===== src/rtl/fir_stim_pkg.sv =====
// -----------------------------------------------------------------------------
// fir_stim_pkg
// Shared types and constants for the FIR stimulus generator.
//   - default sample / length widths
//   - mode encodings and FSM state type
//   - PRBS LFSR seed and tap positions (x^9 + x^5 + 1)
// Optional feature macro used by the design: FIR_STIM_PRBS_EN
// -----------------------------------------------------------------------------
package fir_stim_pkg;

    localparam int NB_INPUT_DEF = 8;
    localparam int NB_LEN_DEF   = 10;

    typedef enum logic [1:0] {
        IMPULSE = 2'd0,
        STEP    = 2'd1,
        RAMP    = 2'd2,
        PRBS    = 2'd3
    } mode_t;

    typedef enum logic [1:0] {
        IDLE = 2'd0,
        RUN  = 2'd1,
        DONE = 2'd2
    } state_t;

    localparam int         LFSR_W      = 9;
    localparam logic [8:0] LFSR_SEED   = 9'h1FF;
    localparam int         LFSR_TAP_HI = 8;
    localparam int         LFSR_TAP_LO = 4;

endpackage


===== src/rtl/fir_stim_lfsr.sv =====
// -----------------------------------------------------------------------------
// fir_stim_lfsr
// 9-bit Fibonacci LFSR, x^9 + x^5 + 1, next = {q[7:0], q[8]^q[4]}.
// Ports:
//   clk, rst  : clock, synchronous active-high reset (clears the register)
//   load      : reseed with LFSR_SEED on this edge
//   advance   : step one position on this edge
//   bit0      : bit 0 of the state the register takes on this edge, so the
//               parent can register the matching sample in the same cycle
// Only instantiated when FIR_STIM_PRBS_EN is defined.
// -----------------------------------------------------------------------------
module fir_stim_lfsr
    import fir_stim_pkg::*;
(
    input  logic clk,
    input  logic rst,
    input  logic load,
    input  logic advance,
    output logic bit0
);

    logic [LFSR_W-1:0] q;
    logic              fb;

    assign fb = q[LFSR_TAP_HI] ^ q[LFSR_TAP_LO];

    always_ff @(posedge clk) begin
        if (rst) begin
            q <= '0;
        end else if (load) begin
            q <= LFSR_SEED;
        end else if (advance) begin
            q <= {q[LFSR_W-2:0], fb};
        end
    end

    always_comb begin
        bit0 = q[0];
        if (load) begin
            bit0 = LFSR_SEED[0];
        end else if (advance) begin
            bit0 = fb;
        end
    end

endmodule


===== src/rtl/fir_stim_gen.sv =====
// -----------------------------------------------------------------------------
// fir_stim_gen
// Programmable sample source for the FIR input: impulse, step, saturating
// ramp and (with FIR_STIM_PRBS_EN defined) PRBS. One signed sample per clock
// for a programmed number of samples, ending with a one-cycle done pulse.
//
// Ports:
//   clk, rst    : clock, synchronous active-high reset
//   start       : run request, only honoured in IDLE
//   abort       : terminate run, only honoured in RUN
//   mode        : 0 impulse, 1 step, 2 ramp, 3 PRBS
//   amplitude   : signed amplitude, latched at accepted start
//   length      : samples per run, latched at accepted start
//   x           : registered signed sample
//   x_valid     : x carries a run sample
//   sample_idx  : 0-based index of current sample
//   busy        : high in RUN
//   done        : one-cycle pulse at normal completion
//
// Macro: FIR_STIM_PRBS_EN -- when undefined, mode 3 runs with x = 0 and no
// LFSR is built.
//
// state | meaning
// ------+---------------------------------------------------------------
// IDLE  | waiting for start; outputs held at 0
// RUN   | emitting samples 0 .. length-1
// DONE  | done pulse cycle, returns to IDLE
// -----------------------------------------------------------------------------
module fir_stim_gen
    import fir_stim_pkg::*;
#(
    parameter int NB_INPUT = NB_INPUT_DEF,
    parameter int NB_LEN   = NB_LEN_DEF
) (
    input  logic                       clk,
    input  logic                       rst,
    input  logic                       start,
    input  logic                       abort,
    input  logic [1:0]                 mode,
    input  logic signed [NB_INPUT-1:0] amplitude,
    input  logic [NB_LEN-1:0]          length,
    output logic signed [NB_INPUT-1:0] x,
    output logic                       x_valid,
    output logic [NB_LEN-1:0]          sample_idx,
    output logic                       busy,
    output logic                       done
);

    localparam logic signed [NB_INPUT-1:0] X_MAX = {1'b0, {(NB_INPUT-1){1'b1}}};
    localparam logic signed [NB_INPUT-1:0] X_MIN = {1'b1, {(NB_INPUT-1){1'b0}}};

    state_t                     state, state_next;
    mode_t                      mode_q, mode_next;
    logic signed [NB_INPUT-1:0] amp_q, amp_next;
    logic [NB_LEN-1:0]          len_q, len_next;
    logic signed [NB_INPUT-1:0] x_next;
    logic [NB_LEN-1:0]          idx_next;
    logic                       valid_next, busy_next, done_next;
    logic                       last_sample, run_load, run_step;

    assign last_sample = (sample_idx == len_q - NB_LEN'(1));
    assign run_load    = (state == IDLE) && start && (length != '0);
    assign run_step    = (state == RUN) && !abort && !last_sample;

    // The ramp uses the previously emitted (already clipped) sample as its
    // accumulator, so a clipped ramp naturally holds at the rail.
    function automatic logic signed [NB_INPUT-1:0] sat_add(
        input logic signed [NB_INPUT-1:0] a,
        input logic signed [NB_INPUT-1:0] b
    );
        logic signed [NB_INPUT:0] sum;
        sum = {a[NB_INPUT-1], a} + {b[NB_INPUT-1], b};
        if (sum[NB_INPUT] != sum[NB_INPUT-1]) begin
            return sum[NB_INPUT] ? X_MIN : X_MAX;
        end
        return sum[NB_INPUT-1:0];
    endfunction

    function automatic logic signed [NB_INPUT-1:0] gen_sample(
        input mode_t                      m,
        input logic signed [NB_INPUT-1:0] amp,
        input logic                       first,
        input logic signed [NB_INPUT-1:0] prev
    );
        case (m)
            IMPULSE: return first ? amp : '0;
            STEP:    return amp;
            RAMP:    return first ? amp : sat_add(prev, amp);
            default: return '0;
        endcase
    endfunction

`ifdef FIR_STIM_PRBS_EN
    logic prbs_bit;

    fir_stim_lfsr u_lfsr (
        .clk     (clk),
        .rst     (rst),
        .load    (run_load),
        .advance (run_step),
        .bit0    (prbs_bit)
    );

    // -A of the most negative code does not exist; clip it to the top rail.
    function automatic logic signed [NB_INPUT-1:0] neg_sat(
        input logic signed [NB_INPUT-1:0] a
    );
        return (a == X_MIN) ? X_MAX : -a;
    endfunction
`endif

    always_comb begin
        state_next = state;
        mode_next  = mode_q;
        amp_next   = amp_q;
        len_next   = len_q;
        x_next     = '0;
        valid_next = 1'b0;
        idx_next   = '0;
        busy_next  = 1'b0;
        done_next  = 1'b0;

        unique case (state)
            IDLE: begin
                if (start) begin
                    mode_next = mode_t'(mode);
                    amp_next  = amplitude;
                    len_next  = length;
                    if (run_load) begin
                        state_next = RUN;
                        valid_next = 1'b1;
                        busy_next  = 1'b1;
                        x_next     = gen_sample(mode_t'(mode), amplitude, 1'b1, x);
                    end else begin
                        state_next = DONE;
                        done_next  = 1'b1;
                    end
                end
            end
            RUN: begin
                if (abort) begin
                    state_next = IDLE;
                end else if (last_sample) begin
                    state_next = DONE;
                    done_next  = 1'b1;
                end else begin
                    valid_next = 1'b1;
                    busy_next  = 1'b1;
                    idx_next   = sample_idx + NB_LEN'(1);
                    x_next     = gen_sample(mode_q, amp_q, 1'b0, x);
                end
            end
            DONE: begin
                state_next = IDLE;
            end
            default: begin
                state_next = IDLE;
            end
        endcase

`ifdef FIR_STIM_PRBS_EN
        if (valid_next && (mode_next == PRBS)) begin
            x_next = prbs_bit ? amp_next : neg_sat(amp_next);
        end
`endif
    end

    always_ff @(posedge clk) begin
        if (rst) begin
            state      <= IDLE;
            mode_q     <= IMPULSE;
            amp_q      <= '0;
            len_q      <= '0;
            x          <= '0;
            x_valid    <= 1'b0;
            sample_idx <= '0;
            busy       <= 1'b0;
            done       <= 1'b0;
        end else begin
            state      <= state_next;
            mode_q     <= mode_next;
            amp_q      <= amp_next;
            len_q      <= len_next;
            x          <= x_next;
            x_valid    <= valid_next;
            sample_idx <= idx_next;
            busy       <= busy_next;
            done       <= done_next;
        end
    end

endmodule

===== config.mk =====
export PLATFORM = sky130hd
export DESIGN_NAME = fir_stim_gen
export DESIGN_NICKNAME = d
export VERILOG_FILES = /design/src/rtl/fir_stim_pkg.sv /design/src/rtl/fir_stim_lfsr.sv /design/src/rtl/fir_stim_gen.sv
export SDC_FILE = /design/constraint.sdc
export NUM_CORES = 1
export LEC_CHECK = 0
export BUFFER_PORTS_ARGS = -buffer_cell sky130_fd_sc_hd__buf_2
export CORE_ASPECT_RATIO = 0.6
export CORE_MARGIN = 10
export CORE_UTILIZATION = 60
export CTS_CLUSTER_SIZE = 12
export DETAILED_ROUTE_END_ITERATION = 16
export HOLD_SLACK_MARGIN = 0.02
export PLACE_DENSITY_LB_ADDON = 0.2
export SLEW_MARGIN = 20
export SYNTH_ARGS = -nofsm -noshare
export SYNTH_HDL_FRONTEND = slang
export SYNTH_SLANG_ARGS = --single-unit

===== constraint.sdc =====
create_clock -name clk -period 7 [get_ports clk]
set_clock_uncertainty 0.15 [all_clocks]
set_input_delay 0.7 -clock clk [delete_from_list [all_inputs] [get_ports clk]]
set_output_delay 0.7 -clock clk [all_outputs]
set_load 0.02 [all_outputs]

==> results.ini, run 1 <==
[outcome]
status=complete, no violations

[floorplanning]
io_pins=45
row_count=18
core_um2=4050
die_y_um=70
initial_utilization=0.617
die_w_um=103
dieArea_um2=7230

[cells_and_area]
nets=392
drive_above_1_share=0.185
diodes=0
areaGrowthSynthToFinish_pct=13.9

[grt]
grt_pass1_wl_um=11200
grt_overflow=0
antenna_found_initial=0
grt_pass1_vias=2307
grt_usage=0.192
grt_max_degree=29

[routing]
drt_pass1_iterations=5
vias=2423
top_layer_used=met4
wl_met2_um=2550
drc_errors=0
dr_wl_met3_um=737
via_per_inst=5.97
wl_um=6810
ant_nets=0
wl_met1_um=3490
drt_iter0_drc=195
wl_per_cell_um=16.8

[sta]
maxSlewHeadroom=0.503
setup_slack_ns=4.12
report.final.slew_viol_count=0
setup_viol=0
setup_tns_ns=0
rsz0062_at_grt=no
period_minus_slack_ns=2.88
final_hold_viol_count=0
fmax_mhz=348
period_share=0.411
tightest_slew_ns=0.738

[setup_path]
worstSetupPathType=reg2reg
cp.arrival_ns=2.95
timing.rr.start=amp_q[0]
crit_fanout=6
cp-start-kind=register
end_kind=register
reg2reg_slack_ns=4.12
reg2reg_depth=9
worstPathRequired_ns=7.07
r2r_end=x[6]

[clock_network]
htree_levels=2
cts_root_buf=clkbuf_8
cts_inserted_buffers=5
cts_setup_buffers=0
clock_latency_ns=0.30
postCtsResizedCells=0
tritoncts=built
cts.clk_slew.worst_paths_ns=0.08
cts_buffer_depth=2
cts.sinks=42
postCtsHoldBufs=0

[hold_path]
min_from=amp_q[2]
hold_class=reg2reg
min_path_cells=2
hold-path-endpoint=amp_q[2]

[place]
post-place-ws_ns=4.01
routabilityCongestion=1.01
portBuffers=44
dp.final_hpwl_um=5240

[pwr]
p_per_area_nw_per_um2=195
power_mw=0.555
p_leak_nw=1.11
ir_drop_uv=154

[logic_synthesis]
synth_top_area_cell=dfxtp_1
synthTopCellsByArea=dfxtp_1 (34%), nand2_1 (8.3%), a21oi_1 (6.4%), ha_1 (6.0%), xnor2_1 (4.9%)
synth_fp_nets=353
async_reset_ff_frac=0
synth_seq_area_share=0.336
synthCells=316
synth.distinct_cells=52
synth_top_area_share=0.336
synth_edf_count=0
synth_area_per_cell_um2=7.91
synthesis.area_um2=2500
synth_seq_cells=42
yosys_warnings=0
ys.flop_type=dfxtp_1

[run]
cap_violations=0

==> cells in the final DEF, fill, tap and decap left out, types with 10 or more instances in the layout <==
master and n:
dfxtp_1 42, xor2_1 10, nor2_1 25, a21oi_1 32, buf_2 44, nand2_1 55
inv_1 15, ha_1 12, nand3_1 11, o21ai_0 13, xnor2_1 14
==> per-layer routing <==
| metal | vias up | track usage |
|---|---|---|
| li1 | 1199 | - |
| met1 | 1107 | 0.289 |
| met2 | 111 | 0.252 |
| met3 | 6 | 0.0707 |
| met4 | 0 | 0.0276 |
| met5 | - | 0 |
==> sequential cells by signal, summed over array words and instances (netlist names) <==
name,count
len_q,10
sample_idx,10
amp_q,8
x,8
mode_q,2
state,2
busy,1
done,1
==> critical path: stages (launching register included) <==
cell and delay [ns]:
dfxtp_1 0.36, ha_1 0.18, inv_1 0.06, fa_1 0.40, nand2b_1 0.20, a2111oi_0 0.41, o21ai_0 0.34, nand3_1 0.31
nand4b_1 0.17, a32oi_1 0.22
==> how the worst max path moves through the flow <==
stage | start | end | slack, ns
floorplan | x[0] | x[1] | 4.45
global placement | start | x[6] | 4.12
detailed placement | start | x[2] | 4.01
CTS | len_q[0] | x[7] | 4.18
global route | amp_q[0] | x[6] | 3.85
finish | amp_q[0] | x[6] | 4.12
==> through the flow <==
stage / cell area [µm²] / hold WS [ns] / instances / utilization
floorplan: 2500 / 0.298 / 316 / -
global placement: 2740 / 0.313 / 398 / 0.675
detailed placement: 2740 / 0.328 / 398 / 0.675
CTS: 2850 / 0.344 / 406 / 0.702
global route: 2850 / 0.372 / 406 / 0.702
finish: 2850 / 0.344 / 406 / 0.702
==> kinds of logic after synthesis <==
family,after synthesis,share of synthesized area
and+or+nand+nor,125,0.248
AOI/OAI and AO/OA,84,0.217
DFF,42,0.336
buffers and inverters,28,0.0465
xor gates and xnor gates,24,0.0841
adders and majority gates,13,0.0681
==> where the power goes <==
group          switching, mW  internal (mW)
Sequential            0.0111          0.248
Combinational         0.0587         0.0410
Clock                 0.0897          0.107
Total                  0.159          0.396
==> Yosys cell counts (4+ instances only) <==
| master | count |
|---|---|
| a21oi_1 | 32 |
| a22oi_1 | 6 |
| a32oi_1 | 5 |
| and3_1 | 4 |
| clkbuf_1 | 9 |
| dfxtp_1 | 42 |
| ha_1 | 12 |
| inv_1 | 15 |
| nand2_1 | 55 |
| nand3_1 | 11 |
| nand4_1 | 6 |
| nor2_1 | 25 |
| o21ai_0 | 13 |
| xnor2_1 | 14 |
| xor2_1 | 10 |
==> final cells by class <==
cell class / count / area, µm²
Tap cell: 50 / 62.6
Clock buffer: 5 / 68.8
Multi-Input combinational cell: 246 / 1550
Fill cell: 346 / 1210
Clock inverter: 3 / 43.8
Sequential cell: 42 / 841
Timing Repair Buffer: 45 / 228
Inverter: 15 / 56.3
Power figures use the tool's default switching activity.
==> run 2, diff against run 1 <==
--- a/config.mk
+++ b/config.mk
@@ -8,7 +8,7 @@
 export BUFFER_PORTS_ARGS = -buffer_cell sky130_fd_sc_hd__buf_2
 export CORE_ASPECT_RATIO = 0.6
 export CORE_MARGIN = 10
-export CORE_UTILIZATION = 60
+export CORE_UTILIZATION = 50
 export CTS_CLUSTER_SIZE = 12
 export DETAILED_ROUTE_END_ITERATION = 16
 export HOLD_SLACK_MARGIN = 0.02
==> constraint.sdc (replaced) <==
create_clock -name clk -period 2.45 [get_ports clk]
set_clock_uncertainty 0.15 [all_clocks]
set_input_delay 0.245 -clock clk [delete_from_list [all_inputs] [get_ports clk]]
set_output_delay 0.245 -clock clk [all_outputs]
set_load 0.02 [all_outputs]
==> results.ini, run 2 (same netlist as run 1, synthesis figures left out) <==
[outcome]
status=complete, no violations

[cells_and_area]
final_cell_mix=nand2_1 (55), buf_2 (44), dfxtp_1 (37), a21oi_1 (31), nor2_1 (25)
areaGrowthSynthToFinish_pct=26.5
nets=419
drive_above_1_share=0.285
diodes=0
final_common_cell=nand2_1
largestRegisters=len_q (10), sample_idx (10)

[floorplanning]
die_w_um=111
row_count=19
io_pins=45
core_um2=4710
initial_utilization=0.531
dieArea_um2=8320
die_y_um=74.8

[pwr]
ir_drop_uv=285
p_leak_nw=1.26
p_per_area_nw_per_um2=482

[sta]
final_hold_viol_count=0
setup_slack_ns=0.0180
rsz0062_at_grt=yes
fmax_mhz=411
setup_viol=0
maxSlewHeadroom=0.560
period_share=0.993
period_minus_slack_ns=2.43
tightest_slew_ns=0.654
setup_tns_ns=0
report.final.slew_viol_count=0

[setup_path]
worstSetupPathType=reg2reg
end_kind=register
worstPathRequired_ns=2.52
crit_path_top_delay_cell=or4_4
crit_fanout=4
cp-start-kind=register
cp.arrival_ns=2.50
crit_chain=buf_6 > or4_4 > nor4b_4 > o21bai_1 > a32o_2 > or3_4 > a211oi_2
slowest_delay_ns=0.53

[clock_network]
cts_buffer_depth=2
tritoncts=built
cts_root_buf=clkbuf_8
htree_levels=2
cts_inserted_buffers=5
cts.clk_slew.worst_paths_ns=0.08
clock_latency_ns=0.29
cts.sinks=42

[place]
post-place-ws_ns=-0.111
routabilityCongestion=0.910
portBuffers=44
dp.final_hpwl_um=5520

[grt]
antenna_found_initial=0
grt_usage=0.166
grt_pass1_vias=2332
grt_max_degree=29
grt_pass1_wl_um=11500
grt_overflow=0

[run]
cap_violations=0

[routing]
drt_iter0_drc=274
vias=2560
via_per_inst=5.75
drt_pass1_iterations=5
ant_nets=0
drc_errors=0
wl_um=7220
wl_per_cell_um=16.2

[hold_path]
hold_class=in2reg

[run 2: cell types whose count changed in the layout (fill, tap and decap cells not counted), moves of 2 or more]
cell / previous run / this run
ha_1: 12 / 10
a211oi_2: 0 / 2
buf_4: 1 / 24
dfxtp_1: 42 / 37
dfxtp_2: 0 / 5
buf_6: 0 / 2
o21ai_0: 13 / 10
a211oi_1: 3 / 1
[run 2: path summary, 6_finish.rpt]
path                startpoint        end  slack, ns  depth (start not counted)
setup / recovery      len_q[0]       done       0.02                          7
hold / removal    amplitude[0]       x[0]       0.02                          3
setup reg to reg      len_q[0]       done       0.02                          7
hold reg to reg      mode_q[1]  mode_q[1]       0.33                          2
[run 2: worst max-delay path, delay by kind of cell, from the launching register on]
kind	cells	cell delay, ns
simple gates	3	1.14
buf+inv	1	0.12
compound gates	3	0.60
flops	1	0.34
[run 2: power by group]
group          switching, mW  total [mW]  internal (mW)
registers             0.0291       0.738          0.709
logic                  0.190       0.351          0.161
clock network          0.241       0.433          0.192
total                  0.461        1.52           1.06
[run 2: final cells by class]
cell class	instances	area, µm²
fill	414	1550
clock buffer	5	68.8
multi-input combinational	246	1650
inverter	15	56.3
timing repair buffer	72	453
sequential	42	847
tap	63	78.8
clock inverter	2	10.0
[run 2: metal layers]
layer,share of wire,track usage,vias up
li1,-,-,1254
met1,0.51,0.253,1183
met2,0.38,0.221,117
met3,0.097,0.0460,6
met4,0.0058,0.0355,0
met5,0,0,-
[run 2: metrics by stage]
step | util | cell area (µm²) | std cells | total power [mW] | hold slack, ns
3_5_place_dp | 0.621 | 2920 | 432 | 1.06 | 0.314
4_1_cts | 0.656 | 3090 | 443 | 1.50 | 0.0214
6_report | 0.672 | 3160 | 445 | 1.52 | 0.0215
2_1_floorplan | - | 2500 | 316 | 0.952 | 0.204
3_3_place_gp | 0.621 | 2920 | 432 | 1.05 | 0.310
5_1_grt | 0.672 | 3160 | 445 | 1.60 | 0.0376
[run 2: timing repair]
item,in CTS,in global routing
hold buffers,1,0
setup buffers,3,2
pin swaps,8,11
hold endpoints to repair,1,0
setup endpoints to repair,12,21
resized for setup,11,16
==> run 3, diff against run 2 <==
--- a/config.mk
+++ b/config.mk
@@ -6,7 +6,7 @@
 export NUM_CORES = 1
 export LEC_CHECK = 0
 export BUFFER_PORTS_ARGS = -buffer_cell sky130_fd_sc_hd__buf_2
-export CORE_ASPECT_RATIO = 0.6
+export CORE_ASPECT_RATIO = 1.5
 export CORE_MARGIN = 10
 export CORE_UTILIZATION = 50
 export CTS_CLUSTER_SIZE = 12
==> results.ini, run 3 (same netlist as run 1, synthesis figures left out) <==
[sta]
setup_slack_ns=0.109
fmax_mhz=427
maxSlewHeadroom=0.654
setup_viol=0
period_share=0.956
final_hold_viol_count=0
report.final.slew_viol_count=0
period_minus_slack_ns=2.34
tightest_slew_ns=0.519
setup_tns_ns=0
holdWs_ns=0.0371

[setup_path]
worstSetupPathType=reg2reg
worstPathRequired_ns=2.52
reg2reg_depth=9
reg2reg_slack_ns=0.11
end_kind=register
r2r_end=x[1]
startpoint=x[0]
slowest_delay_ns=0.38
cp-start-kind=register
crit_chain=ha_2 > inv_1 > fa_1 > nand2b_4 > a2111oi_4 > o21ai_2 > a21bo_2 > o31a_1 > o21ai_0
crit_path_top_delay_cell=fa_1
timing.rr.start=x[0]
crit_fanout=6
critPathCapture=x[1]
cp.arrival_ns=2.42

[place]
post-place-ws_ns=-0.0549
routabilityCongestion=0.870
portBuffers=44
dp.final_hpwl_um=5330
place_area_um2=2940
dp.cells=436

[grt]
grt_max_degree=29
grt_pass1_vias=2583
grt_overflow=0
antenna_found_initial=0
grt_usage=0.163
grt_pass1_wl_um=11300

[outcome]
status=complete, no violations

[pwr]
ir_drop_uv=345
p_per_area_nw_per_um2=488
power_mw=1.53
p_leak_nw=1.24

[routing]
wl_um=6810
drc_errors=0
vias=2485
ant_nets=0
wl_per_cell_um=15.3
via_per_inst=5.57
drt_pass1_iterations=4
drt_iter0_drc=126

[floorplanning]
initial_utilization=0.516
dieArea_um2=8290
io_pins=45
die_w_um=77.7
core_um2=4850
die_y_um=107
row_count=31

[clock_network]
cts.sinks=42
clock_latency_ns=0.30
cts_setup_buffers=0
cts_buffer_depth=2
cts_root_buf=clkbuf_8
tritoncts=built
cts_inserted_buffers=5
cts.clk_slew.worst_paths_ns=0.08
htree_levels=2

[run]
cap_violations=0

[cells_and_area]
nets=416
final_cell_mix=nand2_1 (55), buf_2 (44), dfxtp_1 (36), a21oi_1 (30), nor2_1 (25)
largestRegisters=len_q (10), sample_idx (10)
diodes=0
fin_cells=446
areaGrowthSynthToFinish_pct=25.2
fin_area_um2=3130
utilization=0.646
drive_above_1_share=0.276
final_common_cell=nand2_1

[hold_path]
hold_class=in2reg

## run 3: worst min-delay path by stage
stage	from	end	slack (ns)	depth (start not counted)
after floorplan	amplitude[0]	x[0]	0.20	2
after global placement	mode_q[1]	mode_q[1]	0.31	2
after detailed placement	amplitude[1]	x[1]	0.32	3
after CTS	amplitude[0]	x[0]	0.03	3
after global routing	amplitude[0]	amp_q[0]	0.05	3
final	amplitude[0]	x[0]	0.04	3
## run 3: final cells by class
class	instances	area, µm²
fill	442	1720
sequential	42	848
inverter	15	56.3
clock buffer	7	86.3
clock inverter	1	5.00
tap	66	82.6
timing repair buffer	69	425
multi-input combinational	246	1630
## run 3: what timing repair did
action                     4_1_cts  5_1_grt
hold endpoints to repair         2        0
hold buffers                     2        0
pin swaps                        1        4
gates resized for setup          4       16
setup endpoints to repair        8       22
## run 3: worst max-delay path, delay by kind of cell (launching register included)
kind,cells,cell delay [ns]
AO/OA/AOI/OAI,5,1.03
flip-flops,1,0.33
adder cells (fa/ha/maj),2,0.55
buffers and inverters,1,0.05
AND/OR/NAND/NOR,1,0.17
## run 3: per-layer routing
layer	track usage	wire, µm
met5	0	0
met4	0.0969	269
met3	0.0276	212
met2	0.317	3890
met1	0.153	2440
## run 3: where the power goes
group	switching (mW)	internal, mW
Clock	0.239	0.228
Sequential	0.0279	0.709
Combinational	0.177	0.147
Total	0.444	1.08
